**src/rtl/bnn_conv_stream.sv**
```systemverilog
`default_nettype none
// =============================================================================
// bnn_conv_stream : streaming XNOR-popcount KxK "valid" convolution over binary
// rows. Optional macro BNN_CONV_RAW_SUM_EN adds the out_sum port. Rev 1.0
// =============================================================================
module bnn_conv_stream #(
  parameter int K      = 3,
  parameter int IMG_W  = 4,
  parameter int IMG_H  = 4,
  parameter int THRESH = 5
) (
  input  logic                   clk,
  input  logic                   rst_n,
  input  logic                   w_load,
  input  logic [K*K-1:0]         w_data,
  output logic                   w_err,
  input  logic                   in_valid,
  output logic                   in_ready,
  input  logic [IMG_W-1:0]       in_row,
  output logic                   out_valid,
  input  logic                   out_ready,
  output logic [IMG_W-K:0]       out_row,
`ifdef BNN_CONV_RAW_SUM_EN
  output logic [(IMG_W-K+1)*$clog2(K*K+1)-1:0] out_sum,
`endif
  output logic                   out_last
);

  localparam int OW  = IMG_W - K + 1;
  localparam int SW  = $clog2(K*K + 1);
  localparam int RCW = (IMG_H > 1) ? $clog2(IMG_H) : 1;

  localparam logic [1:0] S_IDLE   = 2'd0;
  localparam logic [1:0] S_FILL   = 2'd1;
  localparam logic [1:0] S_STREAM = 2'd2;

  logic [1:0]     state_q, state_d;
  logic [RCW-1:0] row_cnt_q, row_cnt_d;
  logic [K*K-1:0] w_q, w_d;
  logic           w_err_q, w_err_d;
  // Only K-1 rows are stored; the incoming row is always the newest window row.
  logic [K-2:0][IMG_W-1:0] lbuf_q, lbuf_d;
  logic           out_valid_q, out_valid_d;
  logic [OW-1:0]  out_row_q, out_row_d;
  logic           out_last_q, out_last_d;

  logic                   row_acc;
  logic                   w_ok;
  logic                   last_row;
  logic [K-1:0][IMG_W-1:0] win;
  logic [SW-1:0]          sum_w [OW];
  logic [OW-1:0]          hit_w;

  assign in_ready = (state_q != S_IDLE) & (!out_valid_q | out_ready);
  assign row_acc  = in_valid & in_ready;
  assign w_ok     = (state_q == S_IDLE) | ((state_q == S_FILL) & (row_cnt_q == '0));
  assign last_row = (row_cnt_q == RCW'(IMG_H - 1));
  assign win      = {in_row, lbuf_q};

  // State register
  always_ff @(posedge clk or negedge rst_n) begin
    if (!rst_n) begin
      state_q <= S_IDLE;
    end else begin
      state_q <= state_d;
    end
  end

  // Next-state logic
  always_comb begin
    state_d = state_q;
    case (state_q)
      S_IDLE:   if (w_load) state_d = S_FILL;
      S_FILL:   if (row_acc && (row_cnt_q == RCW'(K - 2))) state_d = S_STREAM;
      S_STREAM: if (row_acc && last_row) state_d = S_FILL;
      default:  state_d = S_IDLE;
    endcase
  end

  // Kernel, error flag, row counter and line buffer
  always_comb begin
    w_d       = w_q;
    w_err_d   = w_err_q;
    row_cnt_d = row_cnt_q;
    lbuf_d    = lbuf_q;
    if (w_load) begin
      if (w_ok) w_d = w_data;
      else      w_err_d = 1'b1;
    end
    if (row_acc) begin
      for (int r = 0; r < K - 2; r++) begin
        lbuf_d[r] = lbuf_q[r+1];
      end
      lbuf_d[K-2] = in_row;
      row_cnt_d   = last_row ? '0 : row_cnt_q + RCW'(1);
    end
  end

  // XNOR-popcount per output pixel over the window ending at the incoming row
  always_comb begin
    hit_w = '0;
    for (int j = 0; j < OW; j++) begin
      sum_w[j] = '0;
      for (int r = 0; r < K; r++) begin
        for (int c = 0; c < K; c++) begin
          sum_w[j] = sum_w[j] + {{(SW-1){1'b0}}, ~(win[r][j+c] ^ w_q[r*K+c])};
        end
      end
      hit_w[j] = (sum_w[j] >= SW'(THRESH));
    end
  end

`ifdef BNN_CONV_RAW_SUM_EN
  logic [OW*SW-1:0] out_sum_q, out_sum_d;
  assign out_sum = out_sum_q;
`endif

  // Output register: load on a streaming accept, otherwise drain on handshake
  always_comb begin
    out_valid_d = out_valid_q;
    out_row_d   = out_row_q;
    out_last_d  = out_last_q;
`ifdef BNN_CONV_RAW_SUM_EN
    out_sum_d   = out_sum_q;
`endif
    if (row_acc && (state_q == S_STREAM)) begin
      out_valid_d = 1'b1;
      out_row_d   = hit_w;
      out_last_d  = last_row;
`ifdef BNN_CONV_RAW_SUM_EN
      for (int j = 0; j < OW; j++) begin
        out_sum_d[j*SW +: SW] = sum_w[j];
      end
`endif
    end else if (out_ready) begin
      out_valid_d = 1'b0;
    end
  end

  always_ff @(posedge clk or negedge rst_n) begin
    if (!rst_n) begin
      row_cnt_q   <= '0;
      w_q         <= '0;
      w_err_q     <= 1'b0;
      lbuf_q      <= '0;
      out_valid_q <= 1'b0;
      out_row_q   <= '0;
      out_last_q  <= 1'b0;
`ifdef BNN_CONV_RAW_SUM_EN
      out_sum_q   <= '0;
`endif
    end else begin
      row_cnt_q   <= row_cnt_d;
      w_q         <= w_d;
      w_err_q     <= w_err_d;
      lbuf_q      <= lbuf_d;
      out_valid_q <= out_valid_d;
      out_row_q   <= out_row_d;
      out_last_q  <= out_last_d;
`ifdef BNN_CONV_RAW_SUM_EN
      out_sum_q   <= out_sum_d;
`endif
    end
  end

  assign w_err     = w_err_q;
  assign out_valid = out_valid_q;
  assign out_row   = out_row_q;
  assign out_last  = out_last_q;

endmodule
`default_nettype wire
```
**config.mk**
```make
export PLATFORM = sky130hd
export DESIGN_NAME = bnn_conv_stream
export DESIGN_NICKNAME = d
export VERILOG_FILES = /design/src/rtl/bnn_conv_stream.sv
export SDC_FILE = /design/constraint.sdc
export NUM_CORES = 1
export LEC_CHECK = 0
export ABC_AREA = 1
export BUFFER_PORTS_ARGS = -buffer_cell sky130_fd_sc_hd__buf_2
export CORE_MARGIN = 3
export CORE_UTILIZATION = 42
export CTS_CLUSTER_SIZE = 25
export DETAILED_ROUTE_END_ITERATION = 12
export SETUP_SLACK_MARGIN = 0.5
export SYNTH_ARGS = -nofsm -noshare
export SYNTH_HDL_FRONTEND = slang
export SYNTH_SLANG_ARGS = --single-unit
export TNS_END_PERCENT = 20
```
**constraint.sdc**
```tcl
create_clock -name clk -period 7.7 [get_ports clk]
set_clock_uncertainty 0.2 [all_clocks]
set_input_delay 1.54 -clock clk [delete_from_list [all_inputs] [get_ports clk]]
set_output_delay 1.54 -clock clk [all_outputs]
set_load 0.1 [all_outputs]
```
=== After elaboration in Yosys (flattened, before gate mapping) ===
Index checks and enable logic that the tools add are counted.
W data, S select, Z words.

* Output and inout port bits: 6
* ROM bits: 0
* Bits in latches: 0
* Register bits: 26
* Memories: 0
* Bits in writable memories: 0

* $lt $le $gt $ge: 2
* Mux-type cells: 7
* Equal/unequal tests: 7
* Shifts and indexed selects: 0
* Div/mod/pow operators: 0
* Multiply operators: 0
* Add/subtract/negate cells: 17
* Reduce and logical (&&, ||, !) cells: 11
* Bitwise gates (word level): 42

{| class="wikitable"
|+ Operators by type and width
! kind !! count
|-
| $add A4 B1 Y4 || 10
|-
| $not A1 Y1 || 19
|-
| $xor A1 B1 Y1 || 18
|-
| $add A3 B1 Y4 || 2
|-
| $ge A4 B3 Y1 const B || 2
|-
| $mux W2 || 4
|-
| $add A2 B1 Y3 || 2
|-
| $pmux W2 S3 || 1
|-
| $add A1 B1 Y2 || 2
|-
| $eq A2 B1 Y1 const B || 2
|-
| $eq A2 B2 Y1 const B || 2
|-
| $logic_not A2 Y1 || 2
|-
| $ne A2 B2 Y1 const B || 2
|-
| $reduce_and A2 Y1 || 2
|-
| $reduce_bool A2 Y1 || 2
|-
| $and A1 B1 Y1 || 3
|-
| $logic_and A1 B1 Y1 || 3
|-
| $reduce_and A3 Y1 || 1
|-
| $add A2 B1 Y2 const B || 1
|-
| $mux W1 || 2
|-
| $ne A2 B1 Y1 const B || 1
|-
| $or A1 B1 Y1 || 2
|-
| $logic_not A1 Y1 || 1
|}

=== Logic depth before layout (Yosys ltp) ===
Gate-level depths: netlist of run 1.

* Depth after elaboration: 11
* Mapped depth: 14

=== Least setup slack after synthesis of run 1 ===
No wires, ideal clock.

* Path type: input to register
* Start point: input port in_row[3]
* End point: register out_row_q[1], in the netlist out_row[1]
* Arrival: 4.537 ns
* Stages: 14
* Library setup time: 0.120 ns
* Data required time: 7.380 ns
* Path slack: 2.844 ns
* Cells stage by stage: xnor2_1 -> fa_1 -> inv_1 -> fa_1 -> inv_1 -> fa_1 -> inv_1 -> fa_1 -> fa_1 -> nand2_1 -> nand2_1 -> nand2_1 -> nand2_1 -> nand2_1

* Longest elaborated chain between the ends: 4

{| class="wikitable"
|+ RTL lines
! item !! line !! source
|-
| from (decl) || 19 || <nowiki>input logic [IMG_W-1:0] in_row,</nowiki>
|-
| $xor A1 B1 Y1 || 106 || <nowiki>sum_w[j] = sum_w[j] + {{(SW-1){1'b0}}, ~(win[r][j+c] ^ w_q[r*K+c])};</nowiki>
|-
| $not A1 Y1 || 106 ||
|-
| $add A4 B1 Y4 || 106 ||
|-
| $ge A4 B3 Y1 || 109 || <nowiki>hit_w[j] = (sum_w[j] >= SW'(THRESH));</nowiki>
|-
| to (signal assigned) || 158 || <nowiki>out_row_q <= out_row_d;</nowiki>
|-
| to (decl) || 44 || <nowiki>logic [OW-1:0] out_row_q, out_row_d;</nowiki>
|}

No other way between the ends.
A chain may end at the register's enable or synchronous reset.

=== Worst setup path after layout of run 1 ===
Same ends and word-level chain as after synthesis.

==> results of run 1 <==
[per-stage QoR]
| stage | cell area [um^2] | hold WS, ps | cells | util (%) |
|---|---|---|---|---|
| finish | 1834 | 281.6 | 248 | 49.36 |
| detailed placement | 1779 | 260.6 | 244 | 47.88 |
| global route | 1834 | 294.6 | 248 | 49.36 |
| CTS | 1834 | 284.5 | 248 | 49.36 |
| global placement | 1779 | 249.2 | 244 | 47.88 |
| floorplan | 1634 | 279.0 | 176 | - |
[kinds of logic after synthesis]
| group | after synthesis | share of synthesized area, % |
|---|---|---|
| AO/OA/AOI/OAI | 24 | 8.805 |
| XOR/XNOR | 20 | 10.72 |
| adder cells (fa/ha/maj) | 17 | 17.61 |
| buffers and inverters | 37 | 9.648 |
| flip-flops | 26 | 39.82 |
| AND/OR/NAND/NOR | 52 | 13.40 |
[cell usage after synthesis]
library cell | instances | share of area (%)
nand2_1 | 34 | 7.8
inv_1 | 32 | 7.4
dfrtp_1 | 26 | 40
xnor2_1 | 12 | 6.4
o21ai_0 | 11 | 3.4
fa_1 | 10 | 12
nor2_1 | 9 | 2.1
xor2_1 | 8 | 4.3
ha_1 | 7 | 5.4
a21oi_1 | 5 | 1.5
o21ai_1 | 5 | 1.5
nand4_1 | 3 | 1.1
buf_6 | 2 | 1.4
inv_2 | 2 | 0.46
nand2_2 | 2 | 0.77
nand3_1 | 2 | 0.61
a31o_2 | 1 | 0.54
and2_1 | 1 | 0.38
buf_4 | 1 | 0.46
nand3_2 | 1 | 0.61
o211ai_4 | 1 | 1.3
o21ai_2 | 1 | 0.54
[worst max-delay path, cell delays in order]
cell and delay [ps]:
buf_2 110, xnor2_1 140, fa_1 540, inv_1 60, fa_1 530, inv_1 50
fa_1 530, inv_1 60, fa_1 460, fa_1 490, nand2_1 50, nand2_1 60
nand2_1 50, nand2_1 50, nand2_1 40
[worst paths after layout]
check / from / endpoint / slack [ps] / cells after the start
min in group asynchronous: rst_n / state_q[1] / 1060 / 1
hold reg to reg: w_err / w_err / 280 / 1
max in group asynchronous: rst_n / lbuf_q[4] / 5840 / 1
hold / removal: w_err / w_err / 280 / 1
setup / recovery: in_row[3] / out_row[1] / 2920 / 15
setup reg to reg: w_q[8] / out_row[1] / 3820 / 14
[cells in the final DEF, fill, tap and decap left out]
master    count
clkbuf_8      4
o211ai_4      1
buf_2        23
fa_1         10
and2_1        1
a31o_2        1
xnor2_1      12
nand4_1       3
nand2_2       2
nor2_1        9
o21ai_2       1
o21ai_1       5
nand2_1      34
nand3_1       2
xor2_1        8
o21ai_0      11
dfrtp_1      26
inv_1        32
nand3_2       1
inv_2         2
a21oi_1       5
ha_1          7
[per-layer routing]
metal	GRT usage [%]	up-vias	wire length (um)
met2	23.83	21	1355
met3	2.956	5	100
met4	5.211	0	42
met5	0	-	0
li1	-	585	-
met1	22.28	534	1474
[final cells by class]
class	instances	area share [%]
multi-input cells	113	45.02
flip-flops and latches	26	35.47
well taps	48	3.274
clock buffers	4	3.001
repair buffers	23	6.276
inverters	34	6.958
[flip-flops by register name, summed over array words and instances, names as in the netlist]
| register | flops |
|---|---|
| state_q | 2 |
| out_row | 2 |
| out_valid | 1 |
| lbuf_q | 8 |
| w_q | 9 |
| w_err | 1 |
| out_last | 1 |
| row_cnt_q | 2 |
==> results.cfg, run 1 <==
[timing]
slew_headroom_pct = 60.04
setup_slack_ps = 2916
fin_crit_ps = 4784
post-route-period-util_pct = 62.13
finalSetupViolCount = 0
hold_viol_final = 0
worst_pin_slew_ps = 599.5
rsz0062_at_grt = false
finalMaxSlewViolations = 0
timing.fmax_ghz = 0.2090
fin_setup_tns_ps = 0

[route]
drtIter0Drc = 34
avgRoutedWirePerCell_um = 11.98
vias = 1145
wl_mm = 2.972
drt-pass1-iter-count = 4
ant_nets = 0
drc_errors = 0
via_per_inst = 4.617

[place]
gp_congestion = 0.7547
place_hpwl_mm = 2.411
pre_cts_ws_ps = 2616
port_buffers = 23

[floorplanning]
core_um2 = 3716
pin_count = 24
chipWidth_um = 68.38
rows = 22
design.die.area_um2 = 4675
dieHeight_um = 68.38
start_util_pct = 43.97

[synthesis]
yosys_warnings = 0
synth.avg_cell_area_um2 = 9.284
syn_inst = 176
synth_seq_area_share_pct = 39.82
ys_types = 22
synth_nets = 211
ys_ff_latch = 26
netlist_area_um2 = 1634

[worst_hold_path]
hp-class = register to register

[critical_path]
cp-end-kind = register
cp_data_required_time_ps = 7670
cp_data_arrival_time_ps = 4760
startpoint_type = primary input
critPathKind = primary input to register
crit_path_max_fanout = 2

[clock_tree]
cts_tree = yes
cts_max_level = 1
numCtsBuffers = 3
hold_buffers = 0
worstSkewPairLatency_ps = 270
cts_setup_buffers = 0
clock-sinks = 26
cts_root_buf = clkbuf_8
cts_resized = 0
clk_pin_slew_ps = 90
clockBufferDepth = 2

[final_layout]
area_delta_synth_final_pct = 12.25
drive_gt1_share_pct = 17.50
n_fill_cell = 379
nets = 236
multi_input_area_um2 = 825.8
seqCellArea_um2 = 650.6
n_antenna_cell = 0

[grt]
grt.overflow.total = 0
antenna_found_initial = 0
grt_usage_pct = 15.65
grt_start_max_net_pins = 27
grt_pass1_vias = 1172
grt_pass1_wl_mm = 5.361

[status]
outcome = finished, final reports clean

[run]
drv_cap = 0
Power of run 1 is not shown: default switching activity piles up to over one toggle a cycle in this logic, so the estimate is an artifact.
==> run 2, diff against run 1 <==
- clock period: 7.7 -> 5 ns (I/O delays scaled with it)
==> results.cfg, run 2 (same netlist as run 1, synthesis figures left out) <==
[clock_tree]
clockBufferDepth = 2
cts_tree = yes
cts_resized = 0
cts_setup_buffers = 0
cts_max_level = 1
hold_buffers = 0
numCtsBuffers = 3
clk_pin_slew_ps = 90
worstSkewPairLatency_ps = 270
clock-sinks = 26
cts_root_buf = clkbuf_8

[timing]
post-route-period-util_pct = 84.43
timing.fmax_ghz = 0.2369
worst_pin_slew_ps = 604.1
fin_setup_tns_ps = 0
rsz0062_at_grt = false
finalSetupViolCount = 0
finalMaxSlewViolations = 0
setup_slack_ps = 778.6
hold_viol_final = 0
slew_headroom_pct = 59.72
fin_crit_ps = 4221

[place]
place_hpwl_mm = 2.388
pre_cts_ws_ps = 459.6
post-place-cells = 244
port_buffers = 23
gp_congestion = 0.7547

[route]
avgRoutedWirePerCell_um = 12.09
ant_nets = 0
via_per_inst = 4.585
drtIter0Drc = 35
vias = 1137
drc_errors = 0
drt-pass1-iter-count = 4
wl_mm = 2.998

[final_layout]
largest_register_ffs = 9
area_delta_synth_final_pct = 12.25
n_antenna_cell = 0
layoutNonFillerInstCount = 248
top_register = w_q
final_cell_mix = 34 x nand2_1, 32 x inv_1, 26 x dfrtp_1, 23 x buf_2, 12 x xnor2_1
final_common_cell = nand2_1
top_regs = w_q: 9 flops, lbuf_q: 8 flops
drive_gt1_share_pct = 17.50
final_core_util_pct = 49.36
nets = 236

[critical_path]
cp-end-kind = register
crit_path_max_fanout = 2
worstRegToRegCells = 14
cp_data_arrival_time_ps = 4200
critPathKind = primary input to register
startpoint_type = primary input
crit_slowest_cell = fa_1
cp_data_required_time_ps = 4980
max_stage_delay_ps = 540
r2r_slack_ps = 1140
path_cells = buf_2 > xnor2_1 > fa_1 > inv_1 > fa_1 > inv_1 > fa_1 > inv_1 > fa_1 > fa_1 > nand2_1 > nand2_1 > nand2_1 > nand2_1 > nand2_1

[floorplanning]
start_util_pct = 43.97
core_um2 = 3716
dieHeight_um = 68.38
design.die.area_um2 = 4675
chipWidth_um = 68.38
pin_count = 24
rows = 22

[run]
drv_cap = 0

[grt]
grt_usage_pct = 15.18
grt.overflow.total = 0
antenna_found_initial = 0
grt_pass1_wl_mm = 5.175
grt_start_max_net_pins = 27
grt_pass1_vias = 1118

[worst_hold_path]
holdPathStages = 2
hp-class = register to register

[status]
outcome = finished, final reports clean
run 2: critical path, delay by kind of cell:
family	cells	cell delay, ps
fa+ha+maj	5	2540
buf+inv	4	270
simple gates	5	250
xor+xnor	1	140
run 2: path summary, 6_finish.rpt:
path / startpoint / end
min reg2reg: out_row[0] / out_row[0]
min: out_row[0] / out_row[0]
max in group asynchronous: rst_n / lbuf_q[3]
max reg2reg: w_q[8] / out_row[1]
max: in_row[3] / out_row[1]
min in group asynchronous: rst_n / state_q[1]
run 2: cell type report:
cell class / instances / area, um^2
Clock buffer: 4 / 55.05
Fill cell: 372 / 1882
Inverter: 34 / 127.6
Multi-Input combinational cell: 113 / 825.8
Sequential cell: 26 / 650.6
Tap cell: 48 / 60.06
Timing Repair Buffer: 23 / 115.1
run 2: per-stage QoR:
| stage | hold slack [ps] | cell area, um^2 |
|---|---|---|
| after floorplan | 279.0 | 1634 |
| after global placement | 249.2 | 1779 |
| after detailed placement | 260.6 | 1779 |
| after CTS | 284.1 | 1834 |
| after global routing | 294.4 | 1834 |
| final | 280.8 | 1834 |
run 2: layer usage:
layer / up-vias / GRT usage, % / part of all wire, %
met2: 18 / 23.35 / 45
met3: 5 / 2.956 / 3.3
li1: 585 / - / -
met1: 529 / 21.31 / 51
met4: 0 / 5.211 / 1.3
met5: - / 0 / 0
Power of run 2 is left out for the same reason.
==> run 3, diff against run 2 <==
- clock period: 5 -> 4.31 ns (I/O delays scaled with it)
==> results.cfg, run 3 (same netlist as run 1, synthesis figures left out) <==
[clock_tree]
numCtsBuffers = 3
clock-sinks = 26
worstSkewPairLatency_ps = 270
hold_buffers = 0
cts_tree = yes
clockBufferDepth = 2
clk_pin_slew_ps = 90
cts_root_buf = clkbuf_8
cts_max_level = 1

[route]
ant_nets = 0
drt-pass1-iter-count = 4
wl_met2_mm = 1.280
routed.top_layer = met4
met3WireLength_um = 122
wl_mm = 2.918
vias = 1151
via_per_inst = 4.604
drt-met1-wl_mm = 1.464
avgRoutedWirePerCell_um = 11.67
drc_errors = 0
drtIter0Drc = 32

[critical_path]
crit_slowest_cell = fa_1
crit_family = adder cells
cp_data_required_time_ps = 4280
max_stage_delay_ps = 520
critPathKind = primary input to register
cp-end-kind = register
cp_common_cell = nand2_1
startpoint_type = primary input
cp_data_arrival_time_ps = 3810
worst-path-buf-inv = 4
path_cells = buf_2 > xnor2_4 > fa_1 > inv_1 > fa_1 > inv_1 > fa_1 > inv_1 > fa_2 > fa_1 > nand2_1 > nand2_1 > nand2_1 > nand2_1 > nand2_1
crit_path_max_fanout = 2

[final_layout]
drive_gt1_share_pct = 19.80
n_antenna_cell = 0
final_common_cell = nand2_1
final_cell_mix = 34 x nand2_1, 32 x inv_1, 26 x dfrtp_1, 23 x buf_2
largest_register_ffs = 9
top_register = w_q
area_delta_synth_final_pct = 14.63
nets = 238
top_regs = w_q: 9 flops, lbuf_q: 8 flops

[grt]
grt_usage_pct = 14.81
grt_pass1_vias = 1136
grt.overflow.total = 0
grt_start_max_net_pins = 27
antenna_found_initial = 0
grt_pass1_wl_mm = 5.050

[place]
gp_congestion = 0.8028
place_hpwl_mm = 2.354
port_buffers = 23

[timing]
fin_crit_ps = 3838
slew_headroom_pct = 61.32
timing.fmax_ghz = 0.2605
finalSetupViolCount = 0
post-route-period-util_pct = 89.05
rsz0062_at_grt = true
finalMaxSlewViolations = 0
worst_pin_slew_ps = 580.2
fin_setup_tns_ps = 0
hold_viol_final = 0

[run]
drv_cap = 0

[floorplanning]
dieHeight_um = 68.38
core_um2 = 3716
rows = 22
chipWidth_um = 68.38
design.die.area_um2 = 4675
pin_count = 24
start_util_pct = 43.97

[status]
outcome = finished, final reports clean

[worst_hold_path]
hp-class = register to register
run 3: changes by cell type in the layout (fill, tap and decap cells not counted), sizes merged:
cell  change
buf       +2
run 3: timing repair:
item,in CTS,in global routing
setup endpoints to repair,2,2
gates resized for setup,0,1
pin swaps,0,0
setup buffers,1,1
run 3: worst paths after layout:
path	from	end	slack, ps	depth (start not counted)
min	w_err	w_err	280	1
max	in_row[3]	out_row[1]	470	15
min in group asynchronous	rst_n	out_valid	380	1
max in group asynchronous	rst_n	lbuf_q[3]	3150	1
min reg2reg	w_err	w_err	280	1
max reg2reg	w_q[0]	out_row[0]	560	14
run 3: per-stage QoR:
step           util [%]  worst slack, ps  cell area [um^2]  hold WS, ps  cells
2_1_floorplan         -            428.0              1655        279.0    176
3_3_place_gp      48.45            220.5              1800        249.3    244
3_5_place_dp      48.45            163.4              1800        258.1    244
4_1_cts           50.13            458.3              1863        281.1    249
5_1_grt           50.40            378.8              1873        304.2    250
6_report          50.40            471.7              1873        276.4    250
run 3: layout make-up:
| cell class | instances | area [um^2] |
|---|---|---|
| well taps | 48 | 60.06 |
| inverters | 34 | 127.6 |
| repair buffers | 25 | 130.1 |
| multi-input cells | 113 | 849.6 |
| flip-flops and latches | 26 | 650.6 |
| clock buffers | 4 | 55.05 |
| fillers | 365 | 1843 |
run 3: routing by layer:
layer,GRT usage [%],vias up
met5,0,-
met4,4.963,0
met3,3.612,7
met2,23.23,25
met1,19.98,532
li1,-,587
Power of run 3 is left out for the same reason.
